`src/rtl/metadata_server.sv`:
```
// -----------------------------------------------------------------------------
// metadata_server
//   Responder end of the per-channel note-metadata interface. Words arrive from
//   the song loader tagged with a channel number and are buffered in a 2-entry
//   FIFO per channel. Each channel's head word is presented on metadata_link
//   with metadata_available and is retired when the scoring block pulses that
//   channel's metadata_request bit.
//
//   Optional feature macro: METADATA_UNDERRUN_CNT_EN
//     defined   : underrun_count counts requests to empty channels (saturating)
//     undefined : no underrun logic, underrun_count tied to zero
//
// Ports
//   clk                 system clock
//   reset_n             synchronous active-low reset
//   flush               song restart, empties every channel buffer
//   pause               masks all metadata_request bits while high
//   in_valid            loader presents a word
//   in_channel [CW]     target channel of the word
//   in_word    [W]      metadata word
//   in_ready            word accepted when in_valid & in_ready
//   metadata_request[NCH]  per-channel pop pulse
//   metadata_link[NCH*W]   channel i head word at [i*W +: W]
//   metadata_available[NCH] channel i head word valid
//   served_count [16]   total words retired, wraps
//   underrun_count [8]  requests seen on empty channels, saturating
// -----------------------------------------------------------------------------
module metadata_server #(
  parameter int NCH = 37,
  parameter int W   = 16,
  parameter int CW  = 6
) (
  input  logic               clk,
  input  logic               reset_n,
  input  logic               flush,
  input  logic               pause,
  input  logic               in_valid,
  input  logic [CW-1:0]      in_channel,
  input  logic [W-1:0]       in_word,
  output logic               in_ready,
  input  logic [NCH-1:0]     metadata_request,
  output logic [NCH*W-1:0]   metadata_link,
  output logic [NCH-1:0]     metadata_available,
  output logic [15:0]        served_count,
  output logic [7:0]         underrun_count
);

  logic [NCH-1:0][W-1:0] head_q, head_d;
  logic [NCH-1:0][W-1:0] tail_q, tail_d;
  logic [NCH-1:0][1:0]   cnt_q,  cnt_d;
  logic [15:0]           served_q, served_d;
  logic [15:0]           npop;

  logic                  ch_valid;
  logic                  sel_full;
  logic                  push;
  logic [NCH-1:0]        push_sel;
  logic [NCH-1:0]        req;

  // Extra bit on the compare so a channel count equal to 2^CW cannot wrap.
  always_comb begin
    ch_valid = ({1'b0, in_channel} < (CW+1)'(NCH));
    sel_full = 1'b0;
    for (int unsigned i = 0; i < NCH; i++) begin
      if (in_channel == CW'(i)) sel_full = (cnt_q[i] == 2'd2);
    end
    in_ready = reset_n & ~flush & (~ch_valid | ~sel_full);
  end

  // Out-of-range channels are acknowledged but never stored.
  assign push = in_valid & in_ready & ch_valid;
  assign req  = metadata_request & {NCH{~pause & ~flush}};

  always_comb begin
    for (int unsigned i = 0; i < NCH; i++) begin
      push_sel[i] = push && (in_channel == CW'(i));
    end
  end

  always_comb begin
    head_d = head_q;
    tail_d = tail_q;
    cnt_d  = cnt_q;
    npop   = '0;
    for (int unsigned i = 0; i < NCH; i++) begin
      case (cnt_q[i])
        2'd0: begin
          if (push_sel[i]) begin
            head_d[i] = in_word;
            cnt_d[i]  = 2'd1;
          end
        end
        2'd1: begin
          if (req[i]) begin
            npop = npop + 16'd1;
            // Push during a pop of the only word lands straight in head.
            if (push_sel[i]) head_d[i] = in_word;
            else             cnt_d[i]  = 2'd0;
          end else if (push_sel[i]) begin
            tail_d[i] = in_word;
            cnt_d[i]  = 2'd2;
          end
        end
        default: begin
          // Full: in_ready already blocked any push to this channel.
          if (req[i]) begin
            npop      = npop + 16'd1;
            head_d[i] = tail_q[i];
            cnt_d[i]  = 2'd1;
          end
        end
      endcase
    end
    if (flush) begin
      head_d = '0;
      cnt_d  = '0;
    end
    served_d = served_q + npop;
  end

  always_ff @(posedge clk) begin
    if (!reset_n) begin
      head_q   <= '0;
      tail_q   <= '0;
      cnt_q    <= '0;
      served_q <= '0;
    end else begin
      head_q   <= head_d;
      tail_q   <= tail_d;
      cnt_q    <= cnt_d;
      served_q <= served_d;
    end
  end

  assign metadata_link = head_q;
  always_comb begin
    for (int unsigned i = 0; i < NCH; i++) begin
      metadata_available[i] = (cnt_q[i] != 2'd0);
    end
  end
  assign served_count = served_q;

`ifdef METADATA_UNDERRUN_CNT_EN
  logic [7:0]  under_q, under_d;
  logic [15:0] nund;
  logic [16:0] usum;

  always_comb begin
    nund = '0;
    for (int unsigned i = 0; i < NCH; i++) begin
      if (req[i] && (cnt_q[i] == 2'd0)) nund = nund + 16'd1;
    end
    usum    = {9'd0, under_q} + {1'b0, nund};
    under_d = (usum > 17'd255) ? 8'hFF : usum[7:0];
  end

  always_ff @(posedge clk) begin
    if (!reset_n) under_q <= '0;
    else          under_q <= under_d;
  end

  assign underrun_count = under_q;
`else
  assign underrun_count = '0;
`endif

endmodule

```
`config.mk`:
```
export PLATFORM = sky130hd
export DESIGN_NAME = metadata_server
export DESIGN_NICKNAME = d
export VERILOG_FILES = /design/src/rtl/metadata_server.sv
export SDC_FILE = /design/constraint.sdc
export NUM_CORES = 2
export LEC_CHECK = 0
export CAP_MARGIN = 10
export CORE_MARGIN = 4
export CORE_UTILIZATION = 52
export DETAILED_ROUTE_END_ITERATION = 8
export GPL_TIMING_DRIVEN = 0
export PLACE_DENSITY = 0.73
export SLEW_MARGIN = 5
export SYNTH_ARGS = -nofsm -noshare
export SYNTH_HDL_FRONTEND = slang
export SYNTH_SLANG_ARGS = --single-unit
```
`constraint.sdc`:
```
create_clock -name clk -period 66.2 [get_ports clk]
set_input_delay 19.86 -clock clk [delete_from_list [all_inputs] [get_ports clk]]
set_output_delay 19.86 -clock clk [all_outputs]
set_load 0.01 [all_outputs]
```
==> impl_metrics.json <==
{
  "outcome": "finished with violations",
  "violated_checks": "max-capacitance violations, max-slew violations",
  "synth-edff-count": 0,
  "min_path_cells": 2,
  "post-synth-top-area-fraction": 0.421,
  "critPathCaptureType": "register",
  "grt_util_all_layers": 0.395,
  "grt_setup_unrepaired": "no",
  "placement_rows": 124,
  "r2r_start": "cnt_q[1]",
  "fillCellCount": 9661,
  "yosys_most_used_dff": "sky130_fd_sc_hd__dfxtp_1",
  "cts_htree_levels": 4,
  "final-setup-viol-count": 0,
  "synth_common_cells": "1,274 x sky130_fd_sc_hd__dfxtp_1, 988 x sky130_fd_sc_hd__mux2i_1, 820 x sky130_fd_sc_hd__nor2_1",
  "finalSetupTns_ns": 0,
  "synthesis.yosys.warnings": 0,
  "start_util": 0.527,
  "antenna_found_initial": 23,
  "worst_r2r_path_depth": 120,
  "floorplan_die_area_um2": 122000,
  "clock_latency_ns": 0.78,
  "timing.critical_path.required_ns": 66.84,
  "post-synth-top-count-cell": "sky130_fd_sc_hd__dfxtp_1",
  "num-nets-final": 7673,
  "min-delay-start": "tail_q[54]",
  "critical_path.reg2reg.endpoint": "served_count[15]",
  "pin_count_of_the_biggest_net_entering_global_routing": 17,
  "pins_over_slew_limit": 22,
  "cts.path.max_buffers": 3,
  "synth-async-reset-ratio": 0,
  "min_period_over_period": 0.770,
  "synthesis.instances": 6692,
  "post_route_cells_drive_above_1_share": 0.0558,
  "ir_drop_v": 0.0000281,
  "cts_tree": "yes",
  "max-slew-margin-rel": -0.0297,
  "sum_of_overflow_across_all_layers_after_global_routing": 0,
  "fp.dieW_um": 349,
  "class_of_the_tightest_hold_or_removal_check": "register to register",
  "detail_route.iter0.violations": 6410,
  "post-cts-setup-buffers": 0,
  "worst_path_max_delay_cell": "sky130_fd_sc_hd__clkbuf_1",
  "synth_top_cells_by_area": "sky130_fd_sc_hd__dfxtp_1 42%, sky130_fd_sc_hd__mux2i_1 16%, sky130_fd_sc_hd__a211oi_1 7.4%",
  "cp_num_buf_inv": 14,
  "netlist_area_um2": 60600,
  "avg_wl_per_cell_um": 27.5,
  "num_io_pins": 718,
  "via_count_of_the_first_global_routing_pass": 52100,
  "layout_min_cycle_time_ns": 51.00,
  "final.hold.worst_slack_ns": 0.461,
  "gpl.final_weighted_congestion": 0.986,
  "synth-seq-cells": 1274,
  "die_h_um": 349,
  "cts_hold_bufs": 0,
  "synth.lib_cells_used.distinct": 106,
  "detail_route.wirelength_um": 253000,
  "worst_setup_path_start_kind": "input pin",
  "grt_first_pass_wirelength_um": 355000,
  "worst_path_dominant_cell_family": "compound AO/OA/AOI/OAI gates",
  "cellPowerDensity_nw_per_um2": 22.4,
  "leakage_uw": 0.0233,
  "clk_transition_reported_paths_ns": 0.06,
  "cts_num_sinks": 1274,
  "worst-slew-pin-transition_ns": 1.54,
  "port-buffer-count": 688,
  "hold_path_end": "tail_q[54]",
  "root_buffer": "sky130_fd_sc_hd__clkbuf_16",
  "drc": 0,
  "vias": 56100,
  "yosysSeqAreaShare": 0.421,
  "core_area_um2": 115000,
  "cp.arrival_ns": 51.63,
  "avgViaCountPerCell": 6.10,
  "critPathMostFrequentCell": "sky130_fd_sc_hd__ha_1",
  "postSynthAreaPerCell_um2": 9.05,
  "final_hold_viol_count": 0,
  "drtPass1Iterations": 7,
  "post-synth-top-area-cell": "sky130_fd_sc_hd__dfxtp_1",
  "cts_repair_resize_count": 0,
  "area_growth_synth_to_finish_pct": 22.9,
  "cts_buffers": 139,
  "dp_hpwl_um": 184000,
  "maxClockFrequency_mhz": 19.6,
  "final.setup_skew_ns": 0.0415,
  "worst_path_largest_cell_delay_ns": 1.07,
  "antenna_violating_nets_post_route": 0,
  "reg2reg_setup_slack_ns": 39.47,
  "classification_of_the_worst_setup_path": "input pin to register",
  "timing.max_cap.violations": 2,
  "crit_fanout": 10
}
==> sequential cells by signal (all words and copies together), names as in the netlist <==
register	cells
metadata_link	592
cnt_q	74
tail_q	592
served_count	16
==> placed cells by master, fill, tap and decap left out, types with 48 or more instances in the layout <==
cell,count
sky130_fd_sc_hd__a211oi_1,600
sky130_fd_sc_hd__a21oi_1,198
sky130_fd_sc_hd__mux2i_1,988
sky130_fd_sc_hd__nand2_1,592
sky130_fd_sc_hd__clkdlybuf4s50_1,688
sky130_fd_sc_hd__clkbuf_1,517
sky130_fd_sc_hd__clkbuf_16,142
sky130_fd_sc_hd__xnor2_1,110
sky130_fd_sc_hd__inv_1,72
sky130_fd_sc_hd__nor2b_1,403
sky130_fd_sc_hd__nand3_1,86
sky130_fd_sc_hd__buf_1,69
sky130_fd_sc_hd__o21ai_0,88
sky130_fd_sc_hd__xor2_1,50
sky130_fd_sc_hd__or2_2,50
sky130_fd_sc_hd__nor2_1,820
sky130_fd_sc_hd__dfxtp_1,1274
sky130_fd_sc_hd__ha_1,49
sky130_fd_sc_hd__nor3_1,48
sky130_fd_sc_hd__a21boi_0,212
==> cells by family after synthesis <==
group,share of synthesized area
AND/OR/NAND/NOR,0.169
AO/OA/AOI/OAI,0.151
flip-flops,0.421
multiplexers,0.165
buffers and inverters,0.0421
XOR/XNOR,0.0417
adder cells (fa/ha/maj),0.0105
other,0.0000619
==> how the worst max path moves through the flow <==
stage / startpoint / to / slack, ns / depth (start not counted)
floorplan: flush / served_count[15] / 21.79 / 126
global placement: pause / served_count[15] / 15.30 / 125
detailed placement: pause / served_count[15] / 15.23 / 125
CTS: pause / served_count[15] / 15.84 / 125
global route: pause / served_count[15] / 13.65 / 125
finish: pause / served_count[15] / 15.20 / 128
==> layout make-up <==
type | count | area (um2) | share of cell area
inverter | 73 | 274 | 0.00368
clock inverter | 46 | 551 | 0.00739
antenna | 15 | 37.5 | 0.000504
multi-input combinational | 4770 | 32600 | 0.437
tap | 1512 | 1890 | 0.0254
sequential | 1274 | 25500 | 0.342
buffer | 587 | 2280 | 0.0307
clock buffer | 202 | 4070 | 0.0546
timing repair buffer | 714 | 7290 | 0.0979
==> report_power, final <==
part	switching, uW	total [uW]	internal [uW]	leakage, uW
logic	77.2	104	27.1	0.0108
registers	0.747	769	768	0.0103
clock network	337	793	457	0.00227
==> layer usage <==
metal  vias to the layer above  track usage  wire length [um]
met3                       742        0.120             30800
met5                         -            0                91
met4                        14        0.238             17200
met2                      3349        0.589            107000
li1                      25000            -                 -
met1                     26900        0.503             97500
==> tightest hold or removal path, cell delays in order (launching register included) <==
cell,delay (ns)
sky130_fd_sc_hd__dfxtp_1,0.31
sky130_fd_sc_hd__nand2_1,0.05
sky130_fd_sc_hd__a21boi_0,0.06
==> through the flow <==
step / instance area [um2] / util / power, uW / setup WS, ns / std cells
finish: 74500 / 0.648 / 1670 / 15.20 / 9193
global route: 74400 / 0.648 / 1690 / 13.65 / 9185
CTS: 74300 / 0.646 / 1660 / 15.84 / 9170
detailed placement: 69700 / 0.606 / 882 / 15.23 / 8922
global placement: 69400 / 0.604 / 880 / 15.30 / 8904
floorplan: 60600 / - / 830 / 21.79 / 6704
(Power assumes the default switching activity.)
